### src/rtl/xs_sdr_rom_arbiter.sv
// Five-client SDRAM ROM read arbiter with data holding registers and read timeout.
// Optional per-client last-address hit cache enabled by XS_SDR_HITCACHE_EN.
module xs_sdr_rom_arbiter #(
   parameter int          NCLI     = 5,
   parameter int          RR       = 0,
   parameter int          TMO      = 255,
   parameter logic [15:0] TMO_DATA = 16'hFFFF
) (
   input  logic               CLK,
   input  logic               RST,
   input  logic [NCLI*25-1:0] cli_addr,
   input  logic [NCLI-1:0]    cli_req,
   output logic [NCLI-1:0]    cli_rdy,
   output logic [NCLI*16-1:0] cli_dout,
   output logic [24:0]        ram_addr,
   output logic               ram_req,
   input  logic               ram_rdy,
   input  logic [15:0]        ram_data,
   output logic               busy,
   output logic               tmo_flag
);

   localparam int IW = (NCLI > 1) ? $clog2(NCLI) : 1;
   localparam logic [7:0] TMO_LAST = 8'(TMO - 1);

   typedef enum logic [1:0] {
      S_IDLE,
      S_ISSUE,
      S_DONE
   } state_t;

   state_t          state_q, state_d;
   logic [IW-1:0]   win_q, win_d;
   logic [IW-1:0]   ptr_q, ptr_d;
   logic [7:0]      cnt_q, cnt_d;
   logic [24:0]     ram_addr_q, ram_addr_d;
   logic            ram_req_q, ram_req_d;
   logic [NCLI-1:0] rdy_q, rdy_d;
   logic [15:0]     dout_q [NCLI];
   logic [15:0]     dout_d [NCLI];
   logic            tmo_q, tmo_d;

   logic [24:0]     addr_a [NCLI];
   logic            found;
   logic [IW-1:0]   pick;
   logic            hit;
   int              sidx;

`ifdef XS_SDR_HITCACHE_EN
   logic [24:0]     tag_q [NCLI];
   logic [24:0]     tag_d [NCLI];
   logic [NCLI-1:0] vld_q, vld_d;
`endif

   for (genvar g = 0; g < NCLI; g++) begin : g_cli
      assign addr_a[g]            = cli_addr[25*g +: 25];
      assign cli_dout[16*g +: 16] = dout_q[g];
   end

   // Winner selection: lowest index, or rotating start after the last grant.
   always_comb begin
      found = 1'b0;
      pick  = '0;
      sidx  = 0;
      if (RR != 0) begin
         for (int k = 1; k <= NCLI; k++) begin
            sidx = (int'(ptr_q) + k) % NCLI;
            if (!found && cli_req[sidx[IW-1:0]]) begin
               found = 1'b1;
               pick  = sidx[IW-1:0];
            end
         end
      end else begin
         for (int i = 0; i < NCLI; i++) begin
            if (!found && cli_req[i]) begin
               found = 1'b1;
               pick  = IW'(i);
            end
         end
      end
   end

`ifdef XS_SDR_HITCACHE_EN
   assign hit = vld_q[pick] && (tag_q[pick] == addr_a[pick]);
`else
   assign hit = 1'b0;
`endif

   always_comb begin
      state_d    = state_q;
      win_d      = win_q;
      ptr_d      = ptr_q;
      cnt_d      = cnt_q;
      ram_addr_d = ram_addr_q;
      ram_req_d  = ram_req_q;
      rdy_d      = '0;
      dout_d     = dout_q;
      tmo_d      = tmo_q;
`ifdef XS_SDR_HITCACHE_EN
      tag_d      = tag_q;
      vld_d      = vld_q;
`endif
      unique case (state_q)
         S_IDLE: begin
            if (found) begin
               win_d = pick;
               ptr_d = pick;
               cnt_d = '0;
               if (hit) begin
                  rdy_d[pick] = 1'b1;
                  state_d     = S_DONE;
               end else begin
                  ram_addr_d = addr_a[pick];
                  ram_req_d  = 1'b1;
                  state_d    = S_ISSUE;
               end
            end
         end
         S_ISSUE: begin
            if (ram_rdy) begin
               dout_d[win_q] = ram_data;
               rdy_d[win_q]  = 1'b1;
               ram_req_d     = 1'b0;
               state_d       = S_DONE;
`ifdef XS_SDR_HITCACHE_EN
               tag_d[win_q]  = ram_addr_q;
               vld_d[win_q]  = 1'b1;
`endif
            end else if (cnt_q == TMO_LAST) begin
               dout_d[win_q] = TMO_DATA;
               rdy_d[win_q]  = 1'b1;
               tmo_d         = 1'b1;
               ram_req_d     = 1'b0;
               state_d       = S_DONE;
`ifdef XS_SDR_HITCACHE_EN
               vld_d[win_q]  = 1'b0;
`endif
            end else begin
               cnt_d = cnt_q + 8'd1;
            end
         end
         S_DONE: begin
            state_d = S_IDLE;
         end
         default: begin
            state_d = S_IDLE;
         end
      endcase
   end

   always_ff @(posedge CLK) begin
      if (RST) begin
         state_q    <= S_IDLE;
         win_q      <= '0;
         ptr_q      <= IW'(NCLI - 1);
         cnt_q      <= '0;
         ram_addr_q <= '0;
         ram_req_q  <= 1'b0;
         rdy_q      <= '0;
         tmo_q      <= 1'b0;
         for (int i = 0; i < NCLI; i++) begin
            dout_q[i] <= '0;
         end
`ifdef XS_SDR_HITCACHE_EN
         for (int i = 0; i < NCLI; i++) begin
            tag_q[i] <= '0;
         end
         vld_q      <= '0;
`endif
      end else begin
         state_q    <= state_d;
         win_q      <= win_d;
         ptr_q      <= ptr_d;
         cnt_q      <= cnt_d;
         ram_addr_q <= ram_addr_d;
         ram_req_q  <= ram_req_d;
         rdy_q      <= rdy_d;
         tmo_q      <= tmo_d;
         dout_q     <= dout_d;
`ifdef XS_SDR_HITCACHE_EN
         tag_q      <= tag_d;
         vld_q      <= vld_d;
`endif
      end
   end

   assign cli_rdy  = rdy_q;
   assign ram_addr = ram_addr_q;
   assign ram_req  = ram_req_q;
   assign busy     = (state_q != S_IDLE);
   assign tmo_flag = tmo_q;

endmodule

### config.mk
export PLATFORM = sky130hd
export DESIGN_NAME = xs_sdr_rom_arbiter
export DESIGN_NICKNAME = d
export VERILOG_FILES = /design/src/rtl/xs_sdr_rom_arbiter.sv
export SDC_FILE = /design/constraint.sdc
export NUM_CORES = 1
export LEC_CHECK = 0
export ABC_AREA = 1
export BUFFER_PORTS_ARGS = -buffer_cell sky130_fd_sc_hd__buf_2
export CAP_MARGIN = 20
export CORE_UTILIZATION = 45
export DETAILED_ROUTE_END_ITERATION = 6
export PLACE_DENSITY = 0.74
export SYNTH_ARGS = -nofsm -noshare
export SYNTH_HDL_FRONTEND = slang
export SYNTH_SLANG_ARGS = --single-unit
export TNS_END_PERCENT = 50
### constraint.sdc
create_clock -name CLK -period 1.65 [get_ports CLK]
set_input_delay 0.33 -clock CLK [delete_from_list [all_inputs] [get_ports CLK]]
set_output_delay 0.33 -clock CLK [all_outputs]
set_load 0.01 [all_outputs]
[Yosys cells after proc, flatten, opt, wreduce, memory -nomap -nowiden]
Cells that the tools add are included.
Word-level totals
  flip-flop bits (word level): 125
  output and inout bits: 113
Cells by class
  add/sub/neg operators: 1
  bitwise operators: 5
  eq/ne operators: 6
  reduce and logical (&&, ||, !) cells: 21
  mux-type cells: 33
  $lt $le $gt $ge: 5
Operator list (count)
  $mux 80: 2
  $bwmux 80: 1
  $or 80x80->80: 1
  $bmux 25 s3: 1
  $mux 25: 2
  $demux 16 s3: 1
  $mux 8: 3
  $mux 16: 1
  $pmux 8 s2: 1
  $mux 1: 10
  $mux 5: 2
  $mux 3: 3
  $add 8x1->8 const B: 1
  $eq 8x8->1 const B: 1
  $ge 4x4->1 const B: 2
  $not 3->4: 2
  $logic_and 1x1->1: 6
  $mux 2: 3
  $ne 2x2->1 const B: 3
  $reduce_and 2->1: 3
  $reduce_and 3->1: 2
  $reduce_bool 2->1: 3
  $logic_not 1->1: 4
  $lt 3x4->1 const B: 1
  11 further kinds: 12

[Depth between registers and ports, before layout]
  word-level depth: 17
  gate-level depth with buffers: 12

[Least setup slack after synthesis]
OpenSTA, ideal clock, no wires.
  kind: register -> register
  from: register cnt_q[0]
  to: register dout_q, in the netlist cli_dout[53]
  stages on the path, launching flop included: 13
  setup slack: 0.075 ns
  clock period less this slack: 1.575 ns
  required time: 1.522 ns
  data arrival time: 1.447 ns
  path through: dfxtp_1 > inv_1 > ha_1 > nand2_1 > nor2_1 > nand2_2 > nand2_1 > nand2_2 > nor2_4 > buf_6 > nand2_1 > nand2_1 > nor2_1
Between the ends
  longest elaborated chain between the ends: 3
Ends and longest elaborated chain
  from (decl): RTL line 35  | logic [7:0] cnt_q, cnt_d;
  from (signal assigned): RTL line 174  | cnt_q <= cnt_d;
  $eq 8x8->1: RTL line 129  | end else if (cnt_q == TMO_LAST) begin
  $reduce_bool 2->1 (no line)
  $reduce_and 2->1 (no line)
  to (signal assigned): RTL line 179  | dout_q <= dout_d;
  to (decl): RTL line 39  | logic [15:0] dout_q [NCLI];
Every way passes these cells.
A chain may end at the register's enable or synchronous reset.

[Worst setup path after layout]
  from: register cnt_q[0]
  to: register dout_q, in the netlist cli_dout[26]
Same word-level chain as after synthesis.

==> flow_metrics.tcl <==
set metrics [dict create \
    status "finished with violations" \
    violations "setup timing" \
    cp_max_fo 15 \
    path_class "reg -> reg" \
    clkSinkCount 125 \
    power_density_mw_per_mm2 882 \
    min_period_over_period 1.03 \
    syn-cell-area_mm2 0.00708 \
    clkTransAtPathRegs_ns 0.06 \
    power.share.clock 0.434 \
    syn_area_per_cell_um2 6.13 \
    path_cells "inv_2 -> ha_4 -> nand2_2 -> nor2_2 -> nand2_2 -> a21oi_4 -> buf_12 -> buf_12 -> nand3_1 -> a21oi_1" \
    areaGrowthSynthToFinish_pct 42.4 \
    syn_inst 1154 \
    crit_family "compound AO/OA/AOI/OAI gates" \
    min_from "cli_addr[124]" \
    maxSlewViolCount 0 \
    grt_pass1_wl_mm 38.6 \
    grt_overflow 0 \
    grt_pass1_vias 7992 \
    synth.distinct_cells 28 \
    clk_latency_ns 0.43 \
    drt-total-wl_mm 26.2 \
    die_x_um 127 \
    multi_input_area_mm2 0.00416 \
    slowest_stage "dfxtp_2" \
    relSlewSlack 0.442 \
    switching_share 0.281 \
    via_count 8939 \
    hold_viol_final 0 \
    cp_data_arrival_time_ns 2.05 \
    yosys_warnings 0 \
    combPwrFrac 0.200 \
    drive_gt1_frac 0.299 \
    synth-seq-cells 125 \
    fin_util 0.660 \
    cts_root_buf "clkbuf_16" \
    ios 262 \
    num_rows 45 \
    startpoint_type "register" \
    start_util 0.464 \
    worstHoldEndpoint "ram_addr[24]$_SDFFE_PP0P_" \
    dp_slack_ns 0.0225 \
    seq_area_mm2 0.00250 \
    rsz0062_at_grt "true" \
    hold_buffers 0 \
    route.detailed.drc 0 \
    critical_path_required_ns 2.00 \
    core-area_mm2 0.0153 \
    min_path_type "in -> reg" \
    yosysTopAreaCellShare 0.354 \
    nFillCells 1396 \
    fmax_mhz 590 \
    placedCellCount 1608 \
    die_y_um 127 \
    total_power_mw 8.89 \
    synth_area_leaders "dfxtp_1 (35%), nand2_1 (18%), nand3_1 (13%)" \
    synth_nets 1305 \
    power_switching_mw 2.50 \
    drt_first_pass_iters 6 \
    rrSetupSlack_ns -0.04 \
    htree_levels 4 \
    wl_per_cell_um 15.8 \
    r2r-end "cli_dout[26]$_SDFFE_PP0P_" \
    worstReg2RegStart "cnt_q[0]$_SDFFE_PP0P_" \
    antenna_found_initial 1 \
    ant_nets 0 \
    intPower_mw 6.39 \
    pwr-share-seq 0.366 \
    drtIter0Drc 976 \
    gp_congestion 0.880 \
    tightestPinTransition_ns 0.834 \
    grt_usage 0.301 \
    synth_seq_area_share 0.354 \
    via_per_inst 5.40 \
    dieArea_mm2 0.0162 \
    cpPeakStageDelay_ns 0.32 \
    hold_depth 5 \
    numCtsBuffers 17 \
    grt_max_degree 62 \
    portBuffers 261 \
    finClkSkew_ns 0.00947 \
    synth_top_area_cell "dfxtp_1" \
    finalCriticalPeriod_ns 1.69 \
    setup_viol 9 \
    setup_ws_ns -0.0438 \
    maxCapViolations 0 \
    hpwl_mm 17.2 \
    critPathBufInv 3 \
    cts_tree "yes" \
    irDropWorstVdd_uv 855 \
    clk_path_buf_depth 2 \
    nNetsFinal 1580 \
    fin_cells 1654 \
    reg2reg_depth 10 \
    power.leakage_nw 4.91 \
    endpoint_kind "register" \
]
how the worst max path moves through the flow:
stage | start | endpoint | slack, ns | depth (start not counted)
after detailed placement | cnt_q[0]$_SDFFE_PP0P_ | cli_dout[68]$_SDFFE_PP0P_ | 0.02 | 9
final | cnt_q[0]$_SDFFE_PP0P_ | cli_dout[26]$_SDFFE_PP0P_ | -0.04 | 10
after CTS | cnt_q[0]$_SDFFE_PP0P_ | cli_dout[73]$_SDFFE_PP0P_ | -0.004 | 9
after global routing | cnt_q[0]$_SDFFE_PP0P_ | cli_dout[46]$_SDFFE_PP0P_ | -0.15 | 10
after floorplan | cnt_q[0]$_SDFFE_PP0P_ | cli_dout[53]$_SDFFE_PP0P_ | 0.07 | 12
after global placement | ram_rdy | cli_dout[35]$_SDFFE_PP0P_ | 0.06 | 7
layout by cell type (no fill, tap or decap), drive strengths merged:
| cell type | count |
|---|---|
| dfxtp | 125 |
| o22ai | 2 |
| buf | 323 |
| clkinv | 5 |
| clkbuf | 29 |
| nand2 | 345 |
| nand3b | 25 |
| inv | 110 |
| nand3 | 185 |
| nand4 | 2 |
| diode | 1 |
| a21oi | 136 |
| o21ai | 34 |
| nor2 | 109 |
| ha | 2 |
| bufinv | 4 |
| xor2 | 1 |
| xnor2 | 1 |
| o31ai | 1 |
| nor3 | 3 |
stage by stage:
| step | hold slack, ns | setup TNS [ns] | area, µm² |
|---|---|---|---|
| 2_1_floorplan | 0.472 | 0 | 7080 |
| 3_3_place_gp | 0.433 | 0 | 8900 |
| 3_5_place_dp | 0.434 | 0 | 8900 |
| 4_1_cts | 0.227 | -0.00393 | 9500 |
| 5_1_grt | 0.241 | -3.21 | 10100 |
| 6_report | 0.227 | -0.152 | 10100 |
synth_stat cells, drive strengths merged:
| master | count |
|---|---|
| nor2 | 109 |
| o22ai | 2 |
| dfxtp | 125 |
| clkbuf | 43 |
| nand3 | 185 |
| nor3 | 3 |
| nand3b | 25 |
| o31ai | 1 |
| inv | 110 |
| a21oi | 136 |
| xnor2 | 1 |
| o21ai | 34 |
| buf | 30 |
| nand4 | 2 |
| ha | 2 |
| xor2 | 1 |
| nand2 | 344 |
| clkinv | 1 |
worst reg2reg max path, cell delays in order, from the launching register on:
cell and delay [ns]:
dfxtp_2 0.32, inv_2 0.07, ha_4 0.12, nand2_2 0.04
nor2_2 0.11, nand2_2 0.10, a21oi_4 0.24, buf_12 0.18
buf_12 0.17, nand3_1 0.10, a21oi_1 0.18
what timing repair did:
item,CTS,global route
endpoints found under the setup margin,1,85
gates cloned,0,10
buffers inserted,0,3
pin swaps,0,26
resized for setup,0,77
cell type report:
cell class	instances	area share
inverter	111	0.0414
clock inverter	8	0.0139
sequential	125	0.249
clock buffer	24	0.0448
antenna	1	0.000248
tap	211	0.0262
multi-input combinational	846	0.413
timing repair buffer	328	0.212
flip-flops by register name, indices dropped and copies added (netlist names):
name	count
cli_dout	80
ram_addr	25
cnt_q	8
cli_rdy	5
win_q	3
state_q	2
ram_req	1
tmo_flag	1
power by group through the flow:
stage / registers (mW) / logic (mW) / clock network, mW
floorplan: 3.36 / 0.809 / 0
global placement: 3.31 / 1.55 / 0
detailed placement: 3.30 / 1.57 / 0
CTS: 3.25 / 1.57 / 3.86
global route: 3.26 / 1.94 / 4.02
finish: 3.25 / 1.78 / 3.86
kinds of logic after synthesis:
kind of cell	after synthesis	share of synthesized area
DFF	125	0.354
xor gates and xnor gates	2	0.00248
and+or+nand+nor	668	0.410
AOI/OAI and AO/OA	173	0.125
buffers and inverters	184	0.105
adders and majority gates	2	0.00354
per-layer routing:
layer	up-vias	GRT usage	wire, µm
met5	-	0	0
met4	0	0.166	1190
met3	106	0.0875	2710
met2	497	0.483	12000
met1	4068	0.361	10200
li1	4268	-	-
Note: power is estimated with default switching activity, not from simulation.
